File: config.mk
export PLATFORM = sky130hd
export DESIGN_NAME = sid_sample_capture
export DESIGN_NICKNAME = d
export VERILOG_FILES = /design/src/rtl/sid_cap_pkg.sv /design/src/rtl/sid_cap_fifo.sv /design/src/rtl/sid_sample_capture.sv
export SDC_FILE = /design/constraint.sdc
export NUM_CORES = 1
export LEC_CHECK = 0
export CAP_MARGIN = 20
export CORE_MARGIN = 1.5
export CORE_UTILIZATION = 55
export DETAILED_ROUTE_END_ITERATION = 6
export PLACE_DENSITY = 0.84
export RECOVER_POWER = 25
export SLEW_MARGIN = 10
export SYNTH_ARGS = -nofsm -noshare
export SYNTH_HDL_FRONTEND = slang
export SYNTH_SLANG_ARGS = --single-unit
File: constraint.sdc
create_clock -name clk -period 7.6 [get_ports clk]
set_input_delay 2.28 -clock clk [delete_from_list [all_inputs] [get_ports clk]]
set_output_delay 2.28 -clock clk [all_outputs]
set_load 0.01 [all_outputs]
File: src/rtl/sid_cap_pkg.sv
// Shared definitions for the SID sample-capture block.
//   cap_state_e : capture FSM state encoding (also the value seen on dbg_state)
//   DEF_*       : default parameter values for the capture top
package sid_cap_pkg;

  localparam int DEF_NCH      = 2;
  localparam int DEF_DW       = 8;
  localparam int DEF_DEPTH    = 16;
  localparam int DEF_DECIM_W  = 12;
  localparam int DEF_SETTLE_W = 20;
  localparam int DEF_CNT_W    = 16;

  typedef enum logic [1:0] {
    ST_IDLE    = 2'd0,
    ST_SETTLE  = 2'd1,
    ST_CAPTURE = 2'd2,
    ST_DONE    = 2'd3
  } cap_state_e;

endpackage

File: src/rtl/sid_cap_fifo.sv
// Synchronous frame FIFO, DEPTH entries of W bits.
//   clk, rst    : clock, synchronous active-high reset
//   flush       : synchronous clear of contents (wins over push/pop)
//   push        : write push_data; ignored when full unless a pop happens in the same cycle
//   push_data   : frame to store
//   pop         : consumer accepts head; ignored when empty
//   rd_data     : head frame, 0 when empty
//   level       : number of stored frames
//   full, empty : occupancy flags
// Handshake: a frame moves out on any cycle where !empty && pop (valid && ready).
module sid_cap_fifo #(
  parameter int W     = 16,
  parameter int DEPTH = 16
) (
  input  logic                       clk,
  input  logic                       rst,
  input  logic                       flush,
  input  logic                       push,
  input  logic [W-1:0]               push_data,
  input  logic                       pop,
  output logic [W-1:0]               rd_data,
  output logic [$clog2(DEPTH+1)-1:0] level,
  output logic                       full,
  output logic                       empty
);

  localparam int AW = $clog2(DEPTH);
  localparam int LW = $clog2(DEPTH + 1);

  logic [W-1:0]  mem [DEPTH];
  logic [AW-1:0] wr_ptr;
  logic [AW-1:0] rd_ptr;
  logic          push_ok;
  logic          pop_ok;

  assign empty   = (level == '0);
  assign full    = (level == LW'(DEPTH));
  assign pop_ok  = pop && !empty;
  // A full FIFO still accepts a push when the head leaves in the same cycle.
  assign push_ok = push && (!full || pop_ok);
  assign rd_data = empty ? '0 : mem[rd_ptr];

  always_ff @(posedge clk) begin
    if (push_ok) begin
      mem[wr_ptr] <= push_data;
    end
  end

  always_ff @(posedge clk) begin
    if (rst || flush) begin
      wr_ptr <= '0;
      rd_ptr <= '0;
      level  <= '0;
    end else begin
      if (push_ok) wr_ptr <= wr_ptr + AW'(1);
      if (pop_ok)  rd_ptr <= rd_ptr + AW'(1);
      case ({push_ok, pop_ok})
        2'b10:   level <= level + LW'(1);
        2'b01:   level <= level - LW'(1);
        default: level <= level;
      endcase
    end
  end

endmodule

File: src/rtl/sid_sample_capture.sv
// Decimating capture of NCH audio channels into a frame FIFO.
//   clk, rst    : clock, synchronous active-high reset
//   cfg_*       : run configuration, latched on an accepted start
//   start       : begin a run (only from IDLE or DONE)
//   abort       : return to IDLE and flush the FIFO (wins over start)
//   ch_in       : channel samples, channel k at [k*DW +: DW]
//   rd_ready    : consumer ready; rd_valid/rd_ready is a plain valid/ready pair,
//                 a frame transfers on every cycle where both are high
//   rd_valid    : FIFO non-empty
//   rd_data     : head frame, same packing as ch_in
//   busy, done  : SETTLE/CAPTURE, DONE
//   overflow    : sticky, a frame was dropped since the last start
//   level       : frames in FIFO
//   dbg_state   : current FSM state (cap_state_e encoding)
module sid_sample_capture
  import sid_cap_pkg::*;
#(
  parameter int NCH      = DEF_NCH,
  parameter int DW       = DEF_DW,
  parameter int DEPTH    = DEF_DEPTH,
  parameter int DECIM_W  = DEF_DECIM_W,
  parameter int SETTLE_W = DEF_SETTLE_W,
  parameter int CNT_W    = DEF_CNT_W
) (
  input  logic                            clk,
  input  logic                            rst,
  input  logic [DECIM_W-1:0]              cfg_decim,
  input  logic [SETTLE_W-1:0]             cfg_settle,
  input  logic [CNT_W-1:0]                cfg_count,
  input  logic                            cfg_avg,
  input  logic [$clog2(DECIM_W+DW)-1:0]   cfg_shift,
  input  logic                            start,
  input  logic                            abort,
  input  logic [NCH*DW-1:0]               ch_in,
  input  logic                            rd_ready,
  output logic                            rd_valid,
  output logic [NCH*DW-1:0]               rd_data,
  output logic                            busy,
  output logic                            done,
  output logic                            overflow,
  output logic [$clog2(DEPTH+1)-1:0]      level,
  output logic [1:0]                      dbg_state
);

  // DW+DECIM_W bits hold the sum of up to 2^DECIM_W-1 full-scale samples.
  localparam int ACC_W = DW + DECIM_W;
  localparam int SH_W  = $clog2(DECIM_W + DW);

  cap_state_e                  state;
  logic [DECIM_W-1:0]          decim_sh;
  logic [DECIM_W-1:0]          win_cnt;
  logic [SETTLE_W-1:0]         settle_sh;
  logic [SETTLE_W-1:0]         settle_cnt;
  logic [CNT_W-1:0]            count_sh;
  logic [CNT_W-1:0]            frames;
  logic [CNT_W-1:0]            frames_inc;
  logic                        avg_sh;
  logic [SH_W-1:0]             shift_sh;
  logic [NCH-1:0][ACC_W-1:0]   acc;
  logic [NCH-1:0][ACC_W-1:0]   acc_nxt;
  logic [NCH-1:0][DW-1:0]      pt_q;
  logic [NCH-1:0][DW-1:0]      frame;
  logic [ACC_W-1:0]            shifted;
  logic                        start_ok;
  logic                        win_first;
  logic                        win_last;
  logic                        push;
  logic                        fifo_full;
  logic                        fifo_empty;

  assign start_ok   = start && !abort && (state == ST_IDLE || state == ST_DONE);
  assign win_first  = (win_cnt == '0);
  assign win_last   = (win_cnt == decim_sh - DECIM_W'(1));
  assign push       = (state == ST_CAPTURE) && win_last && !abort;
  assign frames_inc = frames + CNT_W'(1);

  assign busy      = (state == ST_SETTLE) || (state == ST_CAPTURE);
  assign done      = (state == ST_DONE);
  assign rd_valid  = !fifo_empty;
  assign dbg_state = state;

  // Frame assembly works on the current cycle's sample too, so a D=1 window
  // (first == last) and the final add of an average window need no extra cycle.
  always_comb begin
    acc_nxt = '0;
    frame   = '0;
    shifted = '0;
    for (int k = 0; k < NCH; k++) begin
      acc_nxt[k] = (win_first ? '0 : acc[k]) + ACC_W'(ch_in[k*DW +: DW]);
      shifted    = acc_nxt[k] >> shift_sh;
      if (avg_sh) begin
        frame[k] = (|shifted[ACC_W-1:DW]) ? {DW{1'b1}} : shifted[DW-1:0];
      end else begin
        frame[k] = win_first ? ch_in[k*DW +: DW] : pt_q[k];
      end
    end
  end

  always_ff @(posedge clk) begin
    if (rst) begin
      state      <= ST_IDLE;
      decim_sh   <= '0;
      settle_sh  <= '0;
      count_sh   <= '0;
      avg_sh     <= 1'b0;
      shift_sh   <= '0;
      settle_cnt <= '0;
      win_cnt    <= '0;
      frames     <= '0;
      overflow   <= 1'b0;
      acc        <= '0;
      pt_q       <= '0;
    end else if (abort) begin
      state      <= ST_IDLE;
      settle_cnt <= '0;
      win_cnt    <= '0;
    end else begin
      case (state)
        ST_IDLE, ST_DONE: begin
          if (start_ok) begin
            decim_sh   <= (cfg_decim == '0) ? DECIM_W'(1) : cfg_decim;
            settle_sh  <= cfg_settle;
            count_sh   <= cfg_count;
            avg_sh     <= cfg_avg;
            shift_sh   <= cfg_shift;
            settle_cnt <= '0;
            win_cnt    <= '0;
            frames     <= '0;
            overflow   <= 1'b0;
            state      <= (cfg_settle == '0) ? ST_CAPTURE : ST_SETTLE;
          end
        end
        ST_SETTLE: begin
          if (settle_cnt == settle_sh - SETTLE_W'(1)) begin
            win_cnt <= '0;
            state   <= ST_CAPTURE;
          end else begin
            settle_cnt <= settle_cnt + SETTLE_W'(1);
          end
        end
        ST_CAPTURE: begin
          acc <= acc_nxt;
          if (win_first) pt_q <= ch_in;
          if (win_last) begin
            win_cnt <= '0;
            // Dropped frames still count toward cfg_count.
            frames  <= frames_inc;
            if (fifo_full && !rd_ready) overflow <= 1'b1;
            if (count_sh != '0 && frames_inc == count_sh) state <= ST_DONE;
          end else begin
            win_cnt <= win_cnt + DECIM_W'(1);
          end
        end
        default: state <= ST_IDLE;
      endcase
    end
  end

  sid_cap_fifo #(
    .W     (NCH*DW),
    .DEPTH (DEPTH)
  ) u_fifo (
    .clk       (clk),
    .rst       (rst),
    .flush     (start_ok || abort),
    .push      (push),
    .push_data (frame),
    .pop       (rd_ready),
    .rd_data   (rd_data),
    .level     (level),
    .full      (fifo_full),
    .empty     (fifo_empty)
  );

endmodule

## Word level (Yosys, flattened, before mapping)

Memory sizes are Yosys's and may differ from the RTL's. A register that Yosys moved wholly into a read port is not among the register bits.
Index checks and enable logic that the tools add are counted.

- Input bits: 75
- Logic and storage cells: 120
- Memories: 1
- Register bits: 174
- RAM bits: 256
- Memory bits (read-only): 0
- Bits in latches: 0

- Reductions and logical operators: 38
- Equality and inequality tests: 15
- Shift-type cells: 2
- Add/subtract/negate cells: 11
- Multiply operators: 0
- Order comparisons: 0
- Divide/modulo/power cells: 0
- Bitwise logic cells: 1
- Multiplexer cells: 35

Memories:

| memory | depth | bits a word | rd ports | clocked after memory_dff | wr ports | line | text |
|---|---|---|---|---|---|---|---|
| u_fifo.mem | 16 | 16 | 1 | 1 | 1 | sid_cap_fifo.sv:30 | `logic [W-1:0] mem [DEPTH];` |

Operator list:

| kind | count |
|---|---|
| $mux W20 | 4 |
| $mux W12 | 4 |
| $mux W16 | 3 |
| $mux W8 | 6 |
| $add A20 B8 Y20 | 2 |
| $pmux W20 S2 | 1 |
| $shr A20 B5 Y20 | 2 |
| $pmux W12 S3 | 1 |
| $pmux W16 S2 | 1 |
| $logic_not A12 Y1 | 2 |
| $reduce_or A12 Y1 | 2 |
| $add A20 B1 Y20 const B | 1 |
| $eq A20 B20 Y1 | 1 |
| $logic_not A20 Y1 | 1 |
| $sub A20 B1 Y20 const B | 1 |
| $add A16 B1 Y16 const B | 1 |
| $eq A16 B16 Y1 | 1 |
| $reduce_bool A16 Y1 | 1 |
| $add A12 B1 Y12 const B | 1 |
| $eq A12 B12 Y1 | 1 |
| $sub A12 B1 Y12 const B | 1 |
| $mux W2 | 5 |
| $pmux W5 S2 | 1 |
| $reduce_and A3 Y1 | 3 |
| 23 further kinds | 55 |

## Longest topological paths before layout

Gate-level depths: netlist of run 1.

- Depth in word-level cells: 7
- Depth in mapped cells: 23
- Mapped depth without buffers: 18

## By module

From an unflattened synthesis of run 1, not the netlist that was laid out.

- Cells, all modules: 2263
- Area total of the unflattened synthesis: 23233.5 um^2

Modules (own cells, without submodules):

| module | cells each | area an instance (um^2) | times used |
|---|---|---|---|
| sid_sample_capture | 1723 | 12378.1 | 1 |
| sid_cap_fifo | 540 | 10855.4 | 1 |

## Least setup slack after synthesis of run 1

Ideal clock, no wire load.

- Path kind: in2reg
- Start: input ch_in[8]
- End: memory u_fifo.mem[0][12] (data pin)
- Library setup time: 330 ps
- Required time: 7270 ps
- Arrival time: 5474 ps
- Cell stages on the path: 13
- Buffers on the path: 1
- Slack: 1796 ps
- Cell sequence: ha_1 -> inv_1 -> fa_1 -> nor2b_1 -> o31a_1 -> clkbuf_1 -> o211ai_1 -> or4_1 -> a31oi_1 -> a221oi_1 -> a32o_1 -> a41o_1 -> o21ai_0

RTL lines:

| what | line | text |
|---|---|---|
| from (decl) | sid_sample_capture.sv:34 | `input logic [NCH*DW-1:0] ch_in,` |
| to (decl) | sid_cap_fifo.sv:30 |  |

==> results.cfg, run 1 <==
[critical_path]
path_class = input pin to register
arrival_ns = 6.85
cp-start-kind = input pin
crit_required_ns = 7.92
cp-end-kind = register
crit_fanout = 12

[routing]
viasPerCell = 6.31
avgRoutedWirePerCell_um = 22.0
dr.pass1.iters = 6
ant_nets = 0
drc = 0
routed-via-count = 17400
wirelength_um = 60700
drt_iter0_markers = 1891

[power_and_ir_drop]
power.internal_mw = 3.98
p_sw_mw = 1.30
seqPwrFrac = 0.489
powerDensity_nw_per_um2 = 208
power.share.clock = 0.410
max-vdd-ir-drop_mv = 0.214
p_comb_frac = 0.101
p_leak_nw = 8.36
p_sw_frac = 0.246

[run_status]
status = finished with violations
violations = max-capacitance violations, max-slew violations

[final_layout]
syn_to_final_growth_pct = 13.2
drive_gt1_frac = 0.104
layout.nets = 2307

[timing]
final.setup.tns_ns = 0
slew_headroom = -0.798
min_period_ns = 6.53
timing.hold.ws_ns = 0.448
setup_ws_ns = 1.07
hold_viol = 0
worst_pin_slew_ns = 2.70
setup_violations = 0
period_share = 0.859
clock_skew_ns = 0.0133
rsz0062_at_grt = no
max_freq_mhz = 153
final-max-slew-violation-count = 104

[logic_synthesis]
synth_cell_types = 85
synth_area_um2 = 22400
synthTopCellsByCount = nand2_1 (294), edfxtp_1 (256), nor2_1 (186)
synth_top_area_cell = edfxtp_1
ys_ff_latch = 434
yosysMostFrequentCell = nand2_1
synth_cells = 2124
postSynth.topFlopCell = edfxtp_1
synth_warnings = 0
synthTopCellsByArea = edfxtp_1 (34%), dfxtp_1 (16%), mux4_2 (8.5%), nand2_1 (4.9%), a21oi_1 (3.9%)
synthArstFlopShare = 0
synth_top_area_frac = 0.344
synth_edf_count = 256
syn_nets = 2236
synth_area_per_cell_um2 = 10.5
yosysSeqAreaShare = 0.503

[placement]
place_worst_setup_slack_ns = 0.552
gp_congestion = 0.969
port_buffers = 101
hpwlAfterDp_um = 39700

[run]
drv_cap = 3

[floorplan]
placementRows = 73
pin_count = 102
core_um2 = 39900
dieArea_um2 = 41900
start_util = 0.560
die_y_um = 205
die_w_um = 205

[clock_tree]
cts_setup_buffers = 0
numCtsBuffers = 45
root_buffer = clkbuf_16
clk_latency_ns = 0.58
clkSlewWorstSetupHoldPaths_ns = 0.06
cts.sinks = 434
ctsHoldBuffers = 0
ctsResizeCount = 0
clock_path_buffers = 3
cts_tree = yes
cts_max_level = 2

[grt]
grt_pass1_wl_um = 94700
grt_pass1_vias = 16800
overflow = 0
grtUsageTotal = 0.293
antenna_found_initial = 1
grt_max_degree = 75

[min_path]
min_path_type = register to register
==> metal layers <==
| layer | track usage | up-vias | wire length [um] |
|---|---|---|---|
| li1 | - | 7989 | - |
| met5 | 0 | - | 0 |
| met2 | 0.504 | 817 | 30000 |
| met1 | 0.377 | 8440 | 23700 |
| met3 | 0.0480 | 150 | 5160 |
| met4 | 0.0932 | 0 | 1820 |
==> stage by stage <==
| stage | power, mW | util | area, um2 | instances |
|---|---|---|---|---|
| floorplan | 2.97 | - | 22400 | 2124 |
| global placement | 3.13 | 0.599 | 23900 | 2664 |
| detailed placement | 3.15 | 0.599 | 23900 | 2664 |
| CTS | 5.28 | 0.635 | 25300 | 2745 |
| global route | 5.42 | 0.634 | 25300 | 2755 |
| finish | 5.28 | 0.634 | 25300 | 2755 |
==> final timing paths <==
kind	from	endpoint	cells past startpoint	slack, ns
hold reg to reg	acc[22]$_SDFFE_PP0P_	acc[22]$_SDFFE_PP0P_	2	0.45
hold / removal	acc[22]$_SDFFE_PP0P_	acc[22]$_SDFFE_PP0P_	2	0.45
setup / recovery	ch_in[2]	u_fifo.mem[3][7]$_DFFE_PP_	13	1.07
setup reg to reg	win_cnt[0]$_SDFFE_PP0P_	u_fifo.mem[3][7]$_DFFE_PP_	17	1.25
==> power groups by stage <==
| stage | clock (mW) | sequential [mW] | combinational (mW) |
|---|---|---|---|
| 3_5_place_dp | 0 | 2.63 | 0.518 |
| 4_1_cts | 2.18 | 2.58 | 0.524 |
| 3_3_place_gp | 0 | 2.63 | 0.501 |
| 5_1_grt | 2.27 | 2.58 | 0.575 |
| 6_report | 2.16 | 2.58 | 0.533 |
| 2_1_floorplan | 0 | 2.62 | 0.347 |
==> state kept, by name (all words and copies together) (netlist names), named ones only <==
register       cells
u_fifo.level       5
shift_sh           5
avg_sh             1
overflow           1
pt_q              16
frames            16
count_sh          16
settle_cnt        20
u_fifo.rd_ptr      4
win_cnt           12
acc               40
u_fifo.mem       256
decim_sh          12
u_fifo.wr_ptr      4
dbg_state          2
settle_sh         20
==> worst max-delay path, cell delays in order <==
cell	delay, ns
clkdlybuf4s50_1	0.52
ha_1	0.44
o211ai_1	0.12
o21ai_0	0.70
o211ai_1	0.25
xnor2_1	0.23
mux2_2	0.30
a221oi_1	0.47
a21oi_1	0.13
a2111oi_0	0.66
and2_1	0.29
a21oi_1	0.20
buf_4	0.24
==> final cells by class <==
cell class | instances | area, um2
sequential | 434 | 11300
clock inverter | 30 | 279
antenna | 1 | 2.50
timing repair buffer | 153 | 1380
tap | 525 | 657
clock buffer | 51 | 1160
inverter | 49 | 184
multi-input combinational | 1512 | 10400
fill | 2958 | 14600
==> cell families (layout without fill, tap and decap cells) <==
group                      after synthesis  in the layout  share of synthesized area
and+or+nand+nor                        771            771                      0.162
AOI/OAI and AO/OA                      456            456                      0.130
DFF                                    434            434                      0.503
buffers and inverters                  178            283                     0.0312
xor gates and xnor gates               129            129                     0.0511
muxes                                  119            119                      0.101
adders and majority gates               37             37                     0.0217
other                                    0              1                          0
==> cell usage in the layout (no fill, tap or decap), types with 15 or more instances in the layout <==
cell / instances
nand2_1: 294
edfxtp_1: 256
nor2_1: 185
a21oi_1: 175
dfxtp_1: 175
clkdlybuf4s50_1: 89
mux4_2: 84
xnor2_1: 83
o21ai_0: 81
inv_1: 47
nand3_1: 46
xor2_1: 45
clkbuf_16: 45
nor3_1: 44
buf_4: 44
nor4_1: 36
ha_1: 34
o211ai_1: 28
a211oi_1: 27
nor2b_1: 26
and2_1: 24
mux2i_1: 24
or3_1: 22
and3_1: 22
o31ai_1: 16
nand4_1: 15
No activity file was read; power rests on OpenSTA's default activity.
==> run 2: changes to the inputs <==
--- a/config.mk
+++ b/config.mk
@@ -8,6 +8,7 @@
 export CAP_MARGIN = 20
 export CORE_MARGIN = 1.5
 export CORE_UTILIZATION = 55
+export CTS_CLUSTER_DIAMETER = 50
 export DETAILED_ROUTE_END_ITERATION = 6
 export PLACE_DENSITY = 0.84
 export RECOVER_POWER = 25
==> run 2 against run 1 <==
Net effect:
- the run still ends with max-capacitance violations, max-slew violations left
- non-clock buffer count shrank 2
- fmax shrank 0.99%
- largest cell class unchanged
- worst setup slack lost 0.065 ns
- critical path depth is the same
- power grew 2.7%
- count of clock-buffer cells in the layout grew 1
- global-route usage is essentially flat
- clock power grew 7%
- critical endpoint is now u_fifo.mem[3][5]$_DFFE_PP_
- highest routed layer unchanged
- register-to-register slack lost 0.18 ns
- clock skew grew 0.025 ns
- cell area grew 0.44%
==> results.cfg, run 2 (synthesis results as in run 1) <==
[routing]
routed-via-count = 17500
ant_nets = 0
drt_iter0_markers = 1950
wirelength_um = 60700
avgRoutedWirePerCell_um = 22.0
viasPerCell = 6.35
drc = 0
dr.pass1.iters = 7

[clock_tree]
numCtsBuffers = 49
clock_path_buffers = 3
cts_setup_buffers = 0
clk_latency_ns = 0.61
clkSlewWorstSetupHoldPaths_ns = 0.06
cts_tree = yes
cts_max_level = 2
cts.sinks = 434
ctsResizeCount = 0
root_buffer = clkbuf_16
ctsHoldBuffers = 0

[run_status]
status = finished with violations
violations = max-capacitance violations, max-slew violations

[timing]
final.setup.tns_ns = 0
period_share = 0.868
clock_skew_ns = 0.0385
max_freq_mhz = 152
rsz0062_at_grt = no
hold_viol = 0
worst_pin_slew_ns = 2.65
slew_headroom = -0.770
final-max-slew-violation-count = 104
timing.hold.ws_ns = 0.448
min_period_ns = 6.60
setup_violations = 0

[final_layout]
layout.nets = 2309
syn_to_final_growth_pct = 13.7
mostFrequentLayoutCells = nand2_1 (294), edfxtp_1 (256), nor2_1 (185)
reg.largest.list = u_fifo.mem: 256 flops, acc: 40 flops
final_common_cell = nand2_1
seqCellArea_um2 = 11300
antenna_cells = 0
largest_register = u_fifo.mem
fill_cells = 2943
multiInputGateArea_um2 = 10400
drive_gt1_frac = 0.107
largest_register_ffs = 256
fin_cells = 2762
utilization = 0.637

[power_and_ir_drop]
total_power_mw = 5.42
p_leak_nw = 8.41
powerDensity_nw_per_um2 = 213
max-vdd-ir-drop_mv = 0.253

[critical_path]
crit_chain = clkdlybuf4s50_1 > ha_1 > o211ai_1 > o21ai_0 > o211ai_1 > xnor2_1 > mux2_2 > a221oi_1 > a21oi_1 > a2111oi_0 > and2_1 > a21oi_1 > buf_4
crit_fanout = 9
crit_slowest_cell = a2111oi_0
max_stage_delay_ns = 0.71
r2r_cells = 17
path_buf_inv = 2
rr_endpoint = u_fifo.mem[3][5]$_DFFE_PP_
cp.depth = 13
cp-end-kind = register
cp-start-kind = input pin
arrival_ns = 6.95
path_class = input pin to register
cp_top_family = compound AO/OA/AOI/OAI gates
timing.rr.start = win_cnt[0]$_SDFFE_PP0P_
rrSetupSlack_ns = 1.07
crit_required_ns = 7.95

[placement]
dp_cells = 2664
gp_congestion = 0.969
hpwlAfterDp_um = 39700
port_buffers = 101

[grt]
grt_pass1_wl_um = 95000
grt_max_degree = 75
grt_pass1_vias = 16900
antenna_found_initial = 0
grtUsageTotal = 0.293
overflow = 0

[floorplan]
die_w_um = 205
die_y_um = 205
core_um2 = 39900
placementRows = 73
dieArea_um2 = 41900
pin_count = 102
start_util = 0.560

[run]
drv_cap = 3

[min_path]
min_path_type = register to register
hold_end = acc[22]$_SDFFE_PP0P_
hp-start = acc[22]$_SDFFE_PP0P_
min_path_cells = 2
run 2: changes by cell type in the layout (fill, tap and decap cells not counted), sizes merged:
| cell | delta |
|---|---|
| buf | -2 |
| inv | +7 |
| bufinv | -1 |
| clkinv | +3 |
| clkbuf | +1 |
| diode | -1 |
run 2: layer usage:
metal / global-route usage / share of wire / up-vias
met5: 0 / 0 / -
met4: 0.0916 / 0.027 / 0
met3: 0.0442 / 0.080 / 141
met2: 0.506 / 0.50 / 843
met1: 0.378 / 0.39 / 8548
li1: - / - / 8017
run 2: power breakdown:
part | internal (mW) | leakage [nW] | total, mW | switching [mW]
Sequential | 2.55 | 3.74 | 2.58 | 0.0271
Clock | 1.30 | 0.772 | 2.31 | 1.01
Combinational | 0.189 | 3.89 | 0.531 | 0.342
run 2: stage by stage:
stage | setup slack [ns] | cell area, um2
finish | 1.00 | 25400
global route | 0.872 | 25400
CTS | 1.17 | 25500
detailed placement | 0.552 | 23900
global placement | 0.768 | 23900
floorplan | 1.80 | 22400
run 2: worst reg2reg max path: cells and delay by family, from the launching register on:
kind                     cells  cell delay, ns
AO/OA/AOI/OAI                7            2.65
AND/OR/NAND/NOR              4            1.84
adder cells (fa/ha/maj)      2            0.54
buffers and inverters        2            0.39
flip-flops                   1            0.34
multiplexers                 1            0.31
XOR/XNOR                     1            0.23
run 2: area by class of cell:
| type | count | share of cell area |
|---|---|---|
| tap | 525 | 0.0258 |
| clock inverter | 39 | 0.0136 |
| sequential | 434 | 0.443 |
| timing repair buffer | 151 | 0.0533 |
| clock buffer | 52 | 0.0487 |
| inverter | 49 | 0.00723 |
| multi-input combinational | 1512 | 0.409 |
run 2: worst max path at each step:
stage,from,endpoint,slack [ns]
after global placement,ch_in[8],u_fifo.mem[14][9]$_DFFE_PP_,0.77
after floorplan,ch_in[8],u_fifo.mem[0][12]$_DFFE_PP_,1.80
after detailed placement,ch_in[8],u_fifo.mem[14][9]$_DFFE_PP_,0.55
after global routing,ch_in[8],u_fifo.mem[0][8]$_DFFE_PP_,0.87
after CTS,ch_in[8],u_fifo.mem[11][9]$_DFFE_PP_,1.17
final,ch_in[2],u_fifo.mem[3][5]$_DFFE_PP_,1.00
